$ cat src/rtl/multidigit_counter_7seg_pkg.sv
`default_nettype none
// ============================================================================
//  Module      : multidigit_counter_7seg_pkg
//  Description : Shared constants for the multi-digit counter / 7-segment
//                display block. Segment patterns are active-low, ordered
//                {a,b,c,d,e,f,g} with a as the MSB.
//  Revision    : 1.0  initial release
// ============================================================================
package multidigit_counter_7seg_pkg;

    // Bits per display digit (hex or BCD nibble)
    localparam int c_digit_w = 4;

    localparam logic [6:0] c_seg_0     = 7'b0000001;
    localparam logic [6:0] c_seg_1     = 7'b1001111;
    localparam logic [6:0] c_seg_2     = 7'b0010010;
    localparam logic [6:0] c_seg_3     = 7'b0000110;
    localparam logic [6:0] c_seg_4     = 7'b1001100;
    localparam logic [6:0] c_seg_5     = 7'b0100100;
    localparam logic [6:0] c_seg_6     = 7'b0100000;
    localparam logic [6:0] c_seg_7     = 7'b0001111;
    localparam logic [6:0] c_seg_8     = 7'b0000000;
    localparam logic [6:0] c_seg_9     = 7'b0000100;
    localparam logic [6:0] c_seg_a     = 7'b0001000;
    localparam logic [6:0] c_seg_b     = 7'b1100000;
    localparam logic [6:0] c_seg_c     = 7'b0110001;
    localparam logic [6:0] c_seg_d     = 7'b1000010;
    localparam logic [6:0] c_seg_e     = 7'b0110000;
    localparam logic [6:0] c_seg_f     = 7'b0111000;
    localparam logic [6:0] c_seg_blank = 7'b1111111;

endpackage : multidigit_counter_7seg_pkg
`default_nettype wire

$ cat src/rtl/multidigit_counter_7seg_hex_to_seg7.sv
`default_nettype none
// ============================================================================
//  Module      : hex_to_seg7
//  Description : Combinational nibble to active-low 7-segment decoder.
//  Ports       : hex  [3:0] - nibble to display
//                seg7 [6:0] - active-low segments {a,b,c,d,e,f,g}
//  Revision    : 1.0  initial release
// ============================================================================
module hex_to_seg7
    import multidigit_counter_7seg_pkg::*;
(
    input  logic [3:0] hex,
    output logic [6:0] seg7
);

    always_comb begin
        seg7 = c_seg_blank;
        case (hex)
            4'h0: seg7 = c_seg_0;
            4'h1: seg7 = c_seg_1;
            4'h2: seg7 = c_seg_2;
            4'h3: seg7 = c_seg_3;
            4'h4: seg7 = c_seg_4;
            4'h5: seg7 = c_seg_5;
            4'h6: seg7 = c_seg_6;
            4'h7: seg7 = c_seg_7;
            4'h8: seg7 = c_seg_8;
            4'h9: seg7 = c_seg_9;
            4'ha: seg7 = c_seg_a;
            4'hb: seg7 = c_seg_b;
            4'hc: seg7 = c_seg_c;
            4'hd: seg7 = c_seg_d;
            4'he: seg7 = c_seg_e;
            4'hf: seg7 = c_seg_f;
            default: seg7 = c_seg_blank;
        endcase
    end

endmodule : hex_to_seg7
`default_nettype wire

$ cat src/rtl/multidigit_counter_7seg.sv
`default_nettype none
// ============================================================================
//  Module      : multidigit_counter_7seg
//  Description : Prescaled up/down multi-digit counter with loadable value,
//                terminal-count pulse on wrap, and a time-multiplexed
//                active-low 7-segment display driver.
//  Parameters  : DIGITS - number of digits (1..8)
//                DIV    - clock cycles per count tick (>=1)
//                SCAN   - clock cycles each digit stays lit (>=1)
//  Ports       : clk, rst (sync, active-high), enable, upDown (1=up),
//                load, loadValue[4*DIGITS-1:0] -> count[4*DIGITS-1:0],
//                tc (wrap pulse), seg7[6:0] (active-low), an[DIGITS-1:0]
//                (active-low digit select)
//  Config      : BCD_MODE_EN - when defined, digits count decimal 0..9 and
//                loaded nibbles above 9 are forced to 0; otherwise hex.
//  Revision    : 1.0  initial release
// ============================================================================
module multidigit_counter_7seg
    import multidigit_counter_7seg_pkg::*;
#(
    parameter int DIGITS = 4,
    parameter int DIV    = 1,
    parameter int SCAN   = 4
)
(
    input  logic                          clk,
    input  logic                          rst,
    input  logic                          enable,
    input  logic                          upDown,
    input  logic                          load,
    input  logic [c_digit_w*DIGITS-1:0]   loadValue,
    output logic [c_digit_w*DIGITS-1:0]   count,
    output logic                          tc,
    output logic [6:0]                    seg7,
    output logic [DIGITS-1:0]             an
);

    localparam int c_cw = c_digit_w * DIGITS;
    localparam int c_pw = (DIV    > 1) ? $clog2(DIV)    : 1;
    localparam int c_sw = (SCAN   > 1) ? $clog2(SCAN)   : 1;
    localparam int c_iw = (DIGITS > 1) ? $clog2(DIGITS) : 1;

`ifdef BCD_MODE_EN
    localparam logic [c_digit_w-1:0] c_digit_max = 4'd9;
`else
    localparam logic [c_digit_w-1:0] c_digit_max = 4'd15;
`endif

    logic [c_pw-1:0]      r_presc;
    logic [c_sw-1:0]      r_scan;
    logic [c_iw-1:0]      r_index;
    logic [c_cw-1:0]      r_count;
    logic                 r_tc;
    logic [6:0]           r_seg7;
    logic [DIGITS-1:0]    r_an;

    logic                 w_tick;
    logic                 w_scan_end;
    logic [c_cw-1:0]      w_next;
    logic                 w_wrap;
    logic [c_cw-1:0]      w_load;
    logic [c_digit_w-1:0] w_nib;
    logic [6:0]           w_seg;

    assign w_tick     = (r_presc == c_pw'(DIV - 1));
    assign w_scan_end = (r_scan  == c_sw'(SCAN - 1));

    // Ripple the +/-1 across digits; each digit rolls between 0 and
    // c_digit_max, and a carry/borrow out of the top digit is the wrap.
    always_comb begin
        w_next = r_count;
        w_wrap = 1'b1;
        for (int d = 0; d < DIGITS; d++) begin
            if (w_wrap) begin
                if (upDown) begin
                    if (r_count[d*c_digit_w +: c_digit_w] == c_digit_max) begin
                        w_next[d*c_digit_w +: c_digit_w] = '0;
                    end else begin
                        w_next[d*c_digit_w +: c_digit_w] =
                            r_count[d*c_digit_w +: c_digit_w] + 4'd1;
                        w_wrap = 1'b0;
                    end
                end else begin
                    if (r_count[d*c_digit_w +: c_digit_w] == '0) begin
                        w_next[d*c_digit_w +: c_digit_w] = c_digit_max;
                    end else begin
                        w_next[d*c_digit_w +: c_digit_w] =
                            r_count[d*c_digit_w +: c_digit_w] - 4'd1;
                        w_wrap = 1'b0;
                    end
                end
            end
        end
    end

    // Load value, with non-decimal nibbles cleared in BCD mode
    always_comb begin
        w_load = loadValue;
`ifdef BCD_MODE_EN
        for (int d = 0; d < DIGITS; d++) begin
            if (loadValue[d*c_digit_w +: c_digit_w] > 4'd9) begin
                w_load[d*c_digit_w +: c_digit_w] = '0;
            end
        end
`endif
    end

    // Prescaler free-runs independently of enable and load
    always_ff @(posedge clk) begin
        if (rst) begin
            r_presc <= '0;
        end else if (w_tick) begin
            r_presc <= '0;
        end else begin
            r_presc <= r_presc + 1'b1;
        end
    end

    always_ff @(posedge clk) begin
        if (rst) begin
            r_count <= '0;
            r_tc    <= 1'b0;
        end else if (load) begin
            r_count <= w_load;
            r_tc    <= 1'b0;
        end else if (enable && w_tick) begin
            r_count <= w_next;
            r_tc    <= w_wrap;
        end else begin
            r_tc    <= 1'b0;
        end
    end

    always_ff @(posedge clk) begin
        if (rst) begin
            r_scan  <= '0;
            r_index <= '0;
        end else if (w_scan_end) begin
            r_scan  <= '0;
            r_index <= (r_index == c_iw'(DIGITS - 1)) ? '0 : r_index + 1'b1;
        end else begin
            r_scan  <= r_scan + 1'b1;
        end
    end

    assign w_nib = r_count[r_index*c_digit_w +: c_digit_w];

    hex_to_seg7 u_dec (
        .hex  (w_nib),
        .seg7 (w_seg)
    );

    // an and seg7 share one register stage so they always change together
    always_ff @(posedge clk) begin
        if (rst) begin
            r_an   <= ~DIGITS'(1);
            r_seg7 <= c_seg_0;
        end else begin
            r_an   <= ~(DIGITS'(1) << r_index);
            r_seg7 <= w_seg;
        end
    end

    assign count = r_count;
    assign tc    = r_tc;
    assign seg7  = r_seg7;
    assign an    = r_an;

endmodule : multidigit_counter_7seg
`default_nettype wire

$ cat config.mk
export PLATFORM = sky130hd
export DESIGN_NAME = multidigit_counter_7seg
export DESIGN_NICKNAME = d
export VERILOG_FILES = /design/src/rtl/multidigit_counter_7seg_pkg.sv /design/src/rtl/multidigit_counter_7seg_hex_to_seg7.sv /design/src/rtl/multidigit_counter_7seg.sv
export SDC_FILE = /design/constraint.sdc
export NUM_CORES = 1
export LEC_CHECK = 0
export ABC_AREA = 1
export CAP_MARGIN = 20
export CORE_ASPECT_RATIO = 0.6
export CORE_MARGIN = 4
export CORE_UTILIZATION = 53
export CTS_BUF_LIST = sky130_fd_sc_hd__clkbuf_4
export DETAILED_ROUTE_END_ITERATION = 7
export GPL_TIMING_DRIVEN = 0
export PLACE_DENSITY = 0.79
export SETUP_SLACK_MARGIN = 0.4
export SYNTH_ARGS = -nofsm -noshare
export SYNTH_HDL_FRONTEND = slang
export SYNTH_SLANG_ARGS = --single-unit
$ cat constraint.sdc
create_clock -name clk -period 2.2 [get_ports clk]
set_input_delay 0.44 -clock clk [delete_from_list [all_inputs] [get_ports clk]]
set_output_delay 0.44 -clock clk [all_outputs]
set_load 0.1 [all_outputs]
# After elaboration in Yosys (flattened, before gate mapping)
# Memories as Yosys holds them, arrays and structs flattened. A register that Yosys moved wholly into a read port is not among the register bits.
# Cells that the tools add are included.
# word_totals
wordCells	80
romBits	112
output_inout_bits	28
latchBits	0
regBits	26
n_memories	1
ram_bits	0
# classes
eq_ne	6
mux	32
add_sub_neg	11
mul	0
div_mod_pow	0
bitwise	4
magnitude_cmp	0
shifts	2
reduce_logical	15
# memory_table
name	words	width	read_ports	rd_ports_with_merged_regs	wr	line	rtl
(no name shown)	16	7	1	1	0	multidigit_counter_7seg_hex_to_seg7.sv:18	case (hex)
# ops
operator	n
$mux 4	15
$mux 16	2
$add 4x1->4 const B	4
$eq 4x4->1 const B	4
$logic_not 4->1	4
$shiftx 16x5->4	1
$sub 4x1->4 const B	4
$mux 1	14
$reduce_bool 2->1	4
$reduce_and 2->1	3
$add 2x1->2 const B	2
$eq 2x2->1 const B	2
$not 4->4	1
$reduce_or 2->1	2
$reduce_or 4->1	1
$shl 1x2->4 const A	1
$not 1->1	3
$mux 2	1
$add 1x1->1 const B	1
$logic_and 1x1->1	1

# Longest topological paths before layout
# depth
depth_word	8
ltp_mapped	11
mapped_depth_nobuf	11

# Modules after synthesis
# Synthesis repeated with hierarchy kept, for this count alone.
# unflattened
cells_unflattened	356
hier_area_um2	2343.5
# modules_own_cells
module	area_each_um2	cells_per_inst	seq_area_each_um2	n_inst
multidigit_counter_7seg	2069.5	307	660.6	1
hex_to_seg7	274.0	49	0.0	1

# Worst setup path after synthesis
# No wires, ideal clock.
# synth_timing
kind	register to register
from	register r_count[0] (netlist: count[0])
to	register r_seg7[3] (netlist: seg7[3])
setup_slack_ns	-0.083
t_arrival_ns	2.149
required_time_ns	2.066
setup_ns	0.134
stages_incl_launch_ff	10
n_path_buf	0
cell_sequence	dfxtp_1 > inv_1 > o21ai_1 > nand2_1 > ha_1 > inv_1 > o21ai_1 > inv_1 > nand2_1 > a21oi_1
# synth_via
elab_chain_len	1
# synth_lines
item	line	rtl
start, declared	multidigit_counter_7seg.sv:52	logic [c_cw-1:0] r_count;
start signal, assigned	multidigit_counter_7seg.sv:124	r_count <= w_load;
start signal, assigned	multidigit_counter_7seg.sv:127	r_count <= w_next;
$shiftx 16x5->4	multidigit_counter_7seg.sv:146	assign w_nib = r_count[r_index*c_digit_w +: c_digit_w];
end, declared	multidigit_counter_7seg.sv:54	logic [6:0] r_seg7;
# No other way between the ends.
# A chain may end at the register's enable or synchronous reset.

# Worst setup path after layout
# layout_timing
from	register r_count[6] (netlist: count[6])
to	output count[6]
# layout_lines
item	line	rtl
end, declared	multidigit_counter_7seg.sv:32	output logic [c_digit_w*DIGITS-1:0] count,
# No word-level cell between the ends.

==> reports/results.tsv <==
metric	value	unit
gr busiest metal	met1	
crit-path max FO	6	
cts bufs inserted	5	
placer congestion estimate	0.927	
DPL Wire Length	4720	um
H-tree levels	2	
die height	59.3	um
final WL	6300	um
CTS Sinks	33	
WP buf/inv	1	
worst-case clock buffer depth	2	
leading area contributor after synthesis	dfxtp_1	
ANT nets after route	0	
Initial Utilization	55.8	%
commonest cells after routing, fill and taps aside	nand2_1 (69), nand3_1 (35), inv_1 (29)	
CP Class	register to output pin	
M1 GR Usage	34.7	%
Root Buffer	clkbuf_4	
syn_nets	374	
Slew headroom	59.9	%
Max Freq	566	MHz
Boundary Pins	49	
port bufs	47	
CTS tree	done	
Initial DRC Count	206	
Max-cap violations	0	
max-slew violations	0	
via count	2423	
FP Rows	18	
met2 Use GR	33.9	%
CTS hold repair buffers	0	
Lkg Pwr	0.00132	uW
Max stage delay on crit path	580	ps
GRT Overall Usage	23.7	%
total negative slack	0	ps
Clock Skew	16.9	ps
Final Cell Area	0.00299	mm2
# diodes	0	
vias per inst	5.36	
synth top area cells	dfxtp_1 (28%), nand2_1 (11%), ha_1 (10%)	
die width	93.5	um
peak supply drop	350	uV
Tmin final	1770	ps
Pre-Repair DR Iteration Count	5	
ratio of cells with drive above 1 in the final layout	25.0	%
syn_area_per_cell	6.96	um2
synthesized instance count	334	
# setup viols final	0	
sequential area share after synthesis	28.4	%
Hold Violations, Final	0	
core area	0.00417	mm2
worst hold path type	register to register	
CP cell instances	clkdlybuf4s15_2	
# DRC	0	
global route total overflow	0	
fin crit share	80.3	%
power per cell area	645	mW/mm2
CP Capture Type	output pin	
Worst path slowest cell	clkdlybuf4s15_2	
area delta synth->final	28.7	%
met3 Usage GRT	6.47	%
drt wl/cell	13.9	um
layout net count	431	
initial antenna violation count	0	
Post-Syn Area	0.00232	mm2
status	finished clean	
Yosys warnings	0	
crit start category	register	
worst skew pair latency	350	ps
share of the synthesized area in the top cell type	28.4	%
final hold slack	435	ps
vias in the first global route	2147	
clock slew at reported path FFs	90	ps
dpl cell area	0.00289	mm2
die area	0.00554	mm2
RSZ-0062 raised after global routing	true	
largest net degree at the start of global routing	11	
flops & latches, synth	33	
first-pass GRT wire length	10200	um
Critical Path RT	1760	ps
Worst-Margin Slew	601	ps
delay-heaviest family, CP	buffers and inverters	
worst path arrival time	1330	ps
commonest non-fill, non-tap cell in the layout	nand2_1	
post-synth cell types	38	
[cell families (layout without fill, tap and decap cells)]
group                    Yosys count  in the layout  synth area share (%)
XOR/XNOR                           6              6                  2.26
other                              1              1                 0.161
adder cells (fa/ha/maj)           19             19                  10.2
buffers and inverters             52            110                  10.4
AO/OA/AOI/OAI                     66             66                  15.2
AND/OR/NAND/NOR                  157            157                  33.3
flip-flops                        33             33                  28.4
[cell usage after synthesis]
| master | count |
|---|---|
| xor2_1 | 4 |
| buf_1 | 1 |
| buf_6 | 4 |
| o221ai_1 | 1 |
| nor3_1 | 3 |
| o21ai_0 | 11 |
| conb_1 | 1 |
| nor3b_1 | 1 |
| a31oi_1 | 3 |
| nand4_1 | 5 |
| ha_1 | 19 |
| inv_4 | 1 |
| nand3_2 | 1 |
| or2_1 | 1 |
| a21oi_2 | 2 |
| clkbuf_1 | 3 |
| clkinv_1 | 1 |
| buf_2 | 2 |
| nor2_4 | 2 |
| nor3_2 | 1 |
| xnor2_1 | 2 |
| nand3_4 | 1 |
| nand4_4 | 2 |
| nor2_2 | 1 |
| nand2_2 | 6 |
| dfxtp_1 | 33 |
| nand2_1 | 71 |
| nand3_1 | 35 |
| o21ai_1 | 18 |
| nor2b_1 | 1 |
| o211ai_1 | 2 |
| buf_4 | 3 |
| a22oi_1 | 1 |
| nor2_1 | 23 |
| a21oi_1 | 28 |
| nand2_4 | 3 |
| inv_2 | 7 |
| inv_1 | 30 |
[registers in the layout, indices dropped and copies added (netlist names)]
name	count
count	16
tc	1
seg7	7
r_scan	2
an	4
r_index	2
r_presc	1
[layer usage]
metal	up-vias	part of all wire, %
met1	1080	50
met2	111	40
met5	-	0
met3	12	8.3
li1	1220	-
met4	0	1.3
[area by class of cell]
type | count | area (um2)
clock buffer | 7 | 52.6
sequential | 33 | 687
inverter | 39 | 151
fill | 342 | 1180
timing repair buffer | 50 | 490
tap | 60 | 75.1
multi-input combinational | 249 | 1440
buffer | 13 | 93.8
clock inverter | 1 | 3.75
[worst paths after layout]
path / cells past startpoint / start / to / slack, ps
worst max register to register: 11 / r_index[0]$_SDFFE_PP0P_ / seg7[6]$_SDFF_PP0_ / 490
worst max-delay path: 1 / count[6]$_SDFFE_PP0P_ / count[6] / 430
worst min register to register: 1 / r_scan[0]$_SDFF_PP0_ / r_scan[0]$_SDFF_PP0_ / 440
worst min-delay path: 1 / r_scan[0]$_SDFF_PP0_ / r_scan[0]$_SDFF_PP0_ / 440
[report_power, final]
group,total (uW),switching (uW),leakage [uW],internal [uW]
clock,356,208,0.0000338,147
combinational,870,625,0.00101,244
sequential,703,48.9,0.000278,654
total,1930,883,0.00132,1050
[what timing repair did]
item                       4_1_cts  5_1_grt
cloned                           0        0
gates resized for setup         87       21
buffers inserted                 0        3
setup endpoints to repair       32       17
pin swaps                        0        1
[metrics by stage]
step                      power (uW)  std cells  worst slack [ps]  utilization (%)
final                           1930        452               432             71.8
after global routing            2030        452               361             71.8
after CTS                       1910        449               377             71.6
after detailed placement        1570        441              95.5             69.4
after global placement          1550        441               121             69.4
after floorplan                 1360        334               368                -
Power figures use the tool's default switching activity.
